<file path="src/rtl/sqrt_arbiter_pkg.sv">
// Shared types and constants for the sqrt core arbiter slice.
// Optional watchdog is enabled by defining SQRT_ARB_TIMEOUT_EN.
package sqrt_arb_pkg;

    typedef enum logic [1:0] {
        S_IDLE  = 2'd0,
        S_GRANT = 2'd1,
        S_RUN   = 2'd2,
        S_RESP  = 2'd3
    } state_t;

    localparam int          RADICAND_W = 32;
    localparam int          ROOT_W     = 16;
    localparam logic [15:0] ERR_ROOT   = 16'hFFFF;

endpackage

</file>
<file path="src/rtl/sqrt_arbiter_if.sv">
// Request/response bundle between the channel delay calculators and the arbiter.
// The arbiter connects through the slave modport, the requester side through master.
interface sqrt_arbiter_if
    import sqrt_arb_pkg::*;
#(
    parameter int N_REQ = 4,
    parameter int ID_W  = 2
);
    logic [N_REQ-1:0]            req_valid;
    logic [N_REQ*RADICAND_W-1:0] req_data;
    logic [N_REQ-1:0]            req_ready;
    logic                        rsp_valid;
    logic                        rsp_ready;
    logic [ID_W-1:0]             rsp_id;
    logic [ROOT_W-1:0]           rsp_data;
    logic                        rsp_err;

    modport slave (
        input  req_valid, req_data, rsp_ready,
        output req_ready, rsp_valid, rsp_id, rsp_data, rsp_err
    );

    modport master (
        output req_valid, req_data, rsp_ready,
        input  req_ready, rsp_valid, rsp_id, rsp_data, rsp_err
    );
endinterface

</file>
<file path="src/rtl/sqrt_arbiter_rr.sv">
// Combinational round-robin picker: first set request at or after the pointer, wrapping.
// The pointer itself lives in the parent so it can be updated only on an actual grant.
module rr_arbiter #(
    parameter int N_REQ = 4,
    parameter int ID_W  = 2
) (
    input  logic [N_REQ-1:0] i_req,
    input  logic [ID_W-1:0]  i_ptr,
    output logic [N_REQ-1:0] o_grant,
    output logic [ID_W-1:0]  o_idx,
    output logic             o_any
);
    logic            w_found;
    logic [ID_W-1:0] w_cand;

    always_comb begin
        w_found = 1'b0;
        w_cand  = '0;
        o_idx   = '0;
        for (int k = 0; k < N_REQ; k++) begin
            w_cand = ID_W'((int'(i_ptr) + k) % N_REQ);
            if (!w_found && i_req[w_cand]) begin
                w_found = 1'b1;
                o_idx   = w_cand;
            end
        end
        o_grant = w_found ? (N_REQ'(1) << o_idx) : '0;
        o_any   = |i_req;
    end
endmodule

</file>
<file path="src/rtl/sqrt_arbiter.sv">
// Shares one iterative sqrt core among N_REQ requesters with round-robin arbitration.
// Define SQRT_ARB_TIMEOUT_EN to add a RUN-state watchdog that aborts with rsp_err=1.
module sqrt_arbiter
    import sqrt_arb_pkg::*;
#(
    parameter int N_REQ       = 4,
    parameter int ID_W        = 2,
    parameter int TIMEOUT_CYC = 255
) (
    input  logic                  clk,
    input  logic                  reset,
    sqrt_arbiter_if.slave         io_bus,
    output logic                  o_core_enable,
    output logic                  o_core_reset,
    output logic [RADICAND_W-1:0] o_core_din,
    input  logic [ROOT_W-1:0]     i_core_dout,
    input  logic                  i_core_valid
);
    if (N_REQ < 2 || N_REQ > 16 || ID_W != $clog2(N_REQ) || TIMEOUT_CYC < 1) begin : g_bad_cfg
        $error("sqrt_arbiter: unsupported N_REQ/ID_W/TIMEOUT_CYC combination");
    end

    state_t                r_state;
    logic [ID_W-1:0]       r_ptr;
    logic [N_REQ-1:0]      r_req_ready;
    logic                  r_rsp_valid;
    logic [ID_W-1:0]       r_rsp_id;
    logic [ROOT_W-1:0]     r_rsp_data;
    logic                  r_rsp_err;
    logic                  r_core_enable;
    logic                  r_core_reset;
    logic [RADICAND_W-1:0] r_core_din;
    logic                  r_core_valid_q;

    logic [N_REQ-1:0]      w_grant;
    logic [ID_W-1:0]       w_idx;
    logic                  w_any;
    logic [RADICAND_W-1:0] w_din_sel;
    logic                  w_done_edge;
    logic [ID_W-1:0]       w_ptr_next;

`ifdef SQRT_ARB_TIMEOUT_EN
    localparam int CNT_W = ($clog2(TIMEOUT_CYC + 1) > 8) ? $clog2(TIMEOUT_CYC + 1) : 8;
    logic [CNT_W-1:0] r_cnt;
`endif

    rr_arbiter #(
        .N_REQ (N_REQ),
        .ID_W  (ID_W)
    ) u_rr (
        .i_req   (io_bus.req_valid),
        .i_ptr   (r_ptr),
        .o_grant (w_grant),
        .o_idx   (w_idx),
        .o_any   (w_any)
    );

    assign w_din_sel   = io_bus.req_data[RADICAND_W*int'(w_idx) +: RADICAND_W];
    assign w_done_edge = i_core_valid & ~r_core_valid_q;
    assign w_ptr_next  = (w_idx == ID_W'(N_REQ - 1)) ? '0 : w_idx + 1'b1;

    always_ff @(posedge clk or posedge reset) begin
        if (reset) begin
            r_state        <= S_IDLE;
            r_ptr          <= '0;
            r_req_ready    <= '0;
            r_rsp_valid    <= 1'b0;
            r_rsp_id       <= '0;
            r_rsp_data     <= '0;
            r_rsp_err      <= 1'b0;
            r_core_enable  <= 1'b0;
            r_core_reset   <= 1'b0;
            r_core_din     <= '0;
            r_core_valid_q <= 1'b0;
`ifdef SQRT_ARB_TIMEOUT_EN
            r_cnt          <= '0;
`endif
        end else begin
            r_core_valid_q <= i_core_valid;
            r_core_reset   <= 1'b0;
            r_req_ready    <= '0;
            case (r_state)
                S_IDLE: begin
                    if (w_any) begin
                        r_core_reset <= 1'b1;
                        r_state      <= S_GRANT;
                    end
                end
                // Requesters hold req_valid until they see req_ready, so the pick here
                // normally finds someone; fall back to IDLE if they all withdrew.
                S_GRANT: begin
                    if (w_any) begin
                        r_req_ready   <= w_grant;
                        r_core_din    <= w_din_sel;
                        r_rsp_id      <= w_idx;
                        r_ptr         <= w_ptr_next;
                        r_core_enable <= 1'b1;
                        r_state       <= S_RUN;
`ifdef SQRT_ARB_TIMEOUT_EN
                        r_cnt         <= '0;
`endif
                    end else begin
                        r_state <= S_IDLE;
                    end
                end
                S_RUN: begin
                    if (w_done_edge) begin
                        r_core_enable <= 1'b0;
                        r_rsp_data    <= i_core_dout;
                        r_rsp_err     <= 1'b0;
                        r_rsp_valid   <= 1'b1;
                        r_state       <= S_RESP;
`ifdef SQRT_ARB_TIMEOUT_EN
                    end else if (r_cnt == CNT_W'(TIMEOUT_CYC)) begin
                        r_core_reset  <= 1'b1;
                        r_core_enable <= 1'b0;
                        r_rsp_data    <= ERR_ROOT;
                        r_rsp_err     <= 1'b1;
                        r_rsp_valid   <= 1'b1;
                        r_state       <= S_RESP;
                    end else begin
                        r_cnt <= r_cnt + 1'b1;
`endif
                    end
                end
                S_RESP: begin
                    if (io_bus.rsp_ready) begin
                        r_rsp_valid <= 1'b0;
                        r_state     <= S_IDLE;
                    end
                end
                default: r_state <= S_IDLE;
            endcase
        end
    end

    assign io_bus.req_ready = r_req_ready;
    assign io_bus.rsp_valid = r_rsp_valid;
    assign io_bus.rsp_id    = r_rsp_id;
    assign io_bus.rsp_data  = r_rsp_data;
    assign io_bus.rsp_err   = r_rsp_err;
    assign o_core_enable    = r_core_enable;
    assign o_core_reset     = r_core_reset;
    assign o_core_din       = r_core_din;
endmodule

</file>
<file path="src/flat_wrapper.sv">
// flat-port wrapper written by rule: the top's interface ports become plain ports
module sqrt_arbiter_flat import sqrt_arb_pkg::*;
#(
    parameter int N_REQ       = 4,
    parameter int ID_W        = 2,
    parameter int TIMEOUT_CYC = 255
)
  (clk, reset, o_core_enable, o_core_reset, o_core_din, i_core_dout, i_core_valid, io_bus_req_valid, io_bus_req_data, io_bus_rsp_ready, io_bus_req_ready, io_bus_rsp_valid, io_bus_rsp_id, io_bus_rsp_data, io_bus_rsp_err);
  sqrt_arbiter_if #(.N_REQ(N_REQ), .ID_W(ID_W)) io_bus_i ();
  input  logic clk;
  input  logic reset;
  output logic o_core_enable;
  output logic o_core_reset;
  output logic [RADICAND_W-1:0] o_core_din;
  input  logic [ROOT_W-1:0] i_core_dout;
  input  logic i_core_valid;
  input wire logic [$bits(io_bus_i.req_valid)-1:0] io_bus_req_valid;
  input wire logic [$bits(io_bus_i.req_data)-1:0] io_bus_req_data;
  input wire logic [$bits(io_bus_i.rsp_ready)-1:0] io_bus_rsp_ready;
  output wire logic [$bits(io_bus_i.req_ready)-1:0] io_bus_req_ready;
  output wire logic [$bits(io_bus_i.rsp_valid)-1:0] io_bus_rsp_valid;
  output wire logic [$bits(io_bus_i.rsp_id)-1:0] io_bus_rsp_id;
  output wire logic [$bits(io_bus_i.rsp_data)-1:0] io_bus_rsp_data;
  output wire logic [$bits(io_bus_i.rsp_err)-1:0] io_bus_rsp_err;
  assign io_bus_i.req_valid = io_bus_req_valid;
  assign io_bus_i.req_data = io_bus_req_data;
  assign io_bus_i.rsp_ready = io_bus_rsp_ready;
  assign io_bus_req_ready = io_bus_i.req_ready;
  assign io_bus_rsp_valid = io_bus_i.rsp_valid;
  assign io_bus_rsp_id = io_bus_i.rsp_id;
  assign io_bus_rsp_data = io_bus_i.rsp_data;
  assign io_bus_rsp_err = io_bus_i.rsp_err;
  sqrt_arbiter #(.N_REQ(N_REQ), .ID_W(ID_W), .TIMEOUT_CYC(TIMEOUT_CYC)) u_core (.clk(clk), .reset(reset), .io_bus(io_bus_i), .o_core_enable(o_core_enable), .o_core_reset(o_core_reset), .o_core_din(o_core_din), .i_core_dout(i_core_dout), .i_core_valid(i_core_valid));
endmodule
</file>
<file path="config.mk">
export PLATFORM = sky130hd
export DESIGN_NAME = sqrt_arbiter_flat
export DESIGN_NICKNAME = d
export VERILOG_FILES = /design/src/rtl/sqrt_arbiter_pkg.sv /design/src/rtl/sqrt_arbiter_if.sv /design/src/rtl/sqrt_arbiter_rr.sv /design/src/rtl/sqrt_arbiter.sv /design/src/flat_wrapper.sv
export SDC_FILE = /design/constraint.sdc
export NUM_CORES = 1
export LEC_CHECK = 0
export ABC_AREA = 1
export CAP_MARGIN = 40
export CELL_PAD_IN_SITES_DETAIL_PLACEMENT = 1
export CELL_PAD_IN_SITES_GLOBAL_PLACEMENT = 2
export CORE_UTILIZATION = 20
export CTS_BUF_LIST = sky130_fd_sc_hd__clkbuf_2
export CTS_CLUSTER_DIAMETER = 80
export DETAILED_ROUTE_END_ITERATION = 7
export GPL_ROUTABILITY_DRIVEN = 0
export PLACE_DENSITY = 0.91
export SLEW_MARGIN = 15
export SYNTH_ARGS = -nofsm -noshare
export SYNTH_HDL_FRONTEND = slang
export SYNTH_SLANG_ARGS = --single-unit
export TNS_END_PERCENT = 50
</file>
<file path="constraint.sdc">
create_clock -name clk -period 2.4 [get_ports clk]
set_clock_uncertainty 0.2 [all_clocks]
set_input_delay 0.36 -clock clk [delete_from_list [all_inputs] [get_ports clk]]
set_output_delay 0.36 -clock clk [all_outputs]
set_load 0.05 [all_outputs]
</file>
==> impl_metrics.tcl <==
set metrics [dict create \
    power_uw 9980 \
    crit_required_ns 1.84 \
    ys_warn_count 0 \
    drv_cap 0 \
    finalCritPeriodShare_pct 95.8 \
    htree_levels 3 \
    cts_buffers 9 \
    synth_nets 723 \
    rows 51 \
    dr_wl_met2_mm 7.47 \
    cp-start-kind "flop" \
    cts_tree "done" \
    final_cell_mix "nand2_1 (215), clkdlybuf4s50_1 (179), nand3_1 (133)" \
    max_freq_mhz 435 \
    synth_xor_area_share_pct 0 \
    numPortBuffers 208 \
    routed.top_layer "met4" \
    drcViolationCount 0 \
    grt_max_degree 63 \
    clk_pin_slew_ns 0.18 \
    yosys.area_share.simple_pct 47.7 \
    grt_pass1_wl_mm 23.9 \
    yosys_register_bits 62 \
    synth-compound-area-share_pct 1.24 \
    hold_start "i_core_valid" \
    postRouteAntennaNets 0 \
    min_period_ns 2.30 \
    crit_path_max_incr_delay_ns 0.82 \
    drive_gt1_share_pct 8.73 \
    timing.critical_path.from "u_core.o_core_din[22]" \
    worst-path-buf-inv 1 \
    die_h_um 142 \
    root_buffer "clkbuf_2" \
    slew_violations 0 \
    setup_violations 0 \
    synth_seq_area_share_pct 39.3 \
    coreArea_um2 19400 \
    synth_area_um2 3950 \
    hold_viol 0 \
    path_delay_family "buffers and inverters" \
    worstSetupPathType "reg -> out" \
    cp_cell_sequence "clkdlybuf4s50_1" \
    die_w_um 142 \
    power_density_nw_per_um2 1510 \
    worstMarginPinSlew_ns 0.558 \
    dp_hpwl_mm 11.6 \
    grt_pass1_vias 4616 \
    drtPass1Iterations 4 \
    cts_sinks 62 \
    drt_iter0_markers 130 \
    reg2reg_from "u_core.r_ptr[0]" \
    ir_worst_vdd_mv 0.727 \
    fillCellCount 2412 \
    syn_inst 570 \
    grt_usage_pct 15.3 \
    nets 938 \
    slowest_stage "clkdlybuf4s50_1" \
    cts_buffer_depth 2 \
    final.setup.tns_ns 0 \
    vias 4519 \
    routed_wirelength_mm 15.6 \
    routedWlPerCell_um 14.7 \
    dr_wl_met3_mm 1.39 \
    synth_top_family_by_area "simple AND/OR/NAND/NOR gates" \
    syn_to_final_growth_pct 67.1 \
    synth.distinct_cells 28 \
    worst_slew_margin_rel_pct 62.8 \
    initial_core_util_pct 20.3 \
    cp.arrival_ns 1.74 \
    leakage_uw 0.00334 \
    ios 210 \
    grt_overflow 0 \
    vias_per_cell 4.27 \
    synth-adder-area-share_pct 0.317 \
    dieArea_um2 20300 \
    worstSkewPairLatency_ns 0.52 \
    cp-end-kind "output pin" \
    antenna_found_initial 4 \
    synth_mux_area_share_pct 0 \
    crit_path_max_fanout 2 \
    status "finished clean" \
    syn_avg_cell_area_um2 6.92 \
    hold_path_class "in -> reg" \
    wl_met1_mm 6.51 \
    final_common_cell "nand2_1" \
]
[final cells by class]
cell class	count	area (µm²)	share of cell area [%]
clock inverters	5	26.3	0.398
repair buffers	242	2460	37.4
multi-input cells	419	1960	29.7
flip-flops and latches	62	1550	23.5
diodes	4	10.0	0.152
well taps	265	332	5.03
clock buffers	11	55.1	0.835
inverters	51	194	2.94
[routing by layer]
layer	vias up	track usage (%)
met5	-	0
met4	0	4.36
met3	15	5.55
met2	145	25.9
met1	2103	18.0
li1	2256	-
[logic make-up (layout without fill, tap and decap cells)]
| family | after synthesis | after routing |
|---|---|---|
| adder cells (fa/ha/maj) | 1 | 1 |
| buffers and inverters | 89 | 309 |
| AO/OA/AOI/OAI | 8 | 8 |
| other | 1 | 5 |
| flip-flops | 62 | 62 |
| AND/OR/NAND/NOR | 409 | 409 |
[synthesized netlist by cell type]
| cell type | number | area [µm²] |
|---|---|---|
| buf_1 | 1 | 3.75 |
| a311oi_1 | 1 | 8.76 |
| clkinv_1 | 1 | 3.75 |
| clkbuf_1 | 8 | 30.0 |
| nand4_1 | 1 | 6.26 |
| inv_2 | 4 | 15.0 |
| o21ai_0 | 2 | 10.0 |
| nand3b_1 | 32 | 240 |
| nand2_1 | 217 | 815 |
| a21oi_1 | 1 | 5.00 |
| nor2_4 | 3 | 33.8 |
| buf_6 | 9 | 101 |
| o21ai_1 | 2 | 10.0 |
| nor3_2 | 1 | 10.0 |
| o31ai_1 | 1 | 7.51 |
| nand2_2 | 6 | 37.5 |
| nand3_1 | 133 | 666 |
| o21a_1 | 1 | 7.51 |
| nor2_1 | 11 | 41.3 |
| inv_1 | 46 | 173 |
| nand3_2 | 1 | 10.0 |
| nor3_1 | 3 | 15.0 |
| conb_1 | 1 | 3.75 |
| ha_1 | 1 | 12.5 |
| nor2_2 | 1 | 6.26 |
| buf_2 | 11 | 55.1 |
| dfrtp_1 | 62 | 1550 |
| buf_4 | 9 | 67.6 |
[per-stage QoR]
step / utilization, % / std cells / hold slack [ns] / cell area (µm²) / setup WS, ns
2_1_floorplan: - / 570 / 0.191 / 3950 / 0.299
4_1_cts: 33.3 / 1050 / 0.0203 / 6450 / 0.00102
3_5_place_dp: 32.9 / 1033 / 0.260 / 6380 / -0.119
6_report: 34.0 / 1059 / 0.104 / 6590 / 0.101
5_1_grt: 34.0 / 1056 / 0.0434 / 6590 / -0.0112
3_3_place_gp: 32.9 / 1033 / 0.257 / 6380 / -0.0808
[path summary, 6_finish.rpt]
path | endpoint | slack [ns] | cells past startpoint
max | o_core_din[22] | 0.10 | 1
min | u_core.r_core_valid_q | 0.10 | 1
max reg2reg | u_core.o_core_din[17] | 0.19 | 13
min reg2reg | u_core.o_core_reset | 0.30 | 1
max in group asynchronous | u_core.r_ptr[0] | 1.09 | 4
min in group asynchronous | u_core.o_core_din[14] | 0.60 | 4
[where the power goes]
part / switching, µW / leakage, µW / internal (µW)
sequential: 272 / 0.000772 / 1560
combinational: 4950 / 0.00251 / 2650
clock: 411 / 0.0000592 / 136
[flip-flops by register name, indices dropped and copies added, names as in the netlist, named ones only]
| name | count |
|---|---|
| u_core.r_ptr | 2 |
| u_core.r_state | 1 |
| u_core.o_core_reset | 1 |
| u_core.io_bus.rsp_data | 16 |
| u_core.io_bus.req_ready | 4 |
| u_core.io_bus.rsp_valid | 1 |
| u_core.o_core_din | 32 |
| u_core.o_core_enable | 1 |
| u_core.r_core_valid_q | 1 |
| u_core.io_bus.rsp_id | 2 |
[repair_timing]
item / 4_1_cts / 5_1_grt
setup buffers: 0 / 3
hold buffers: 1 / 0
endpoints found under the setup margin: 14 / 50
resized for setup: 14 / 21
cloned: 0 / 2
endpoints found under the hold margin: 62 / 0
pin swaps: 0 / 1
No activity file was read; power rests on OpenSTA's default activity.
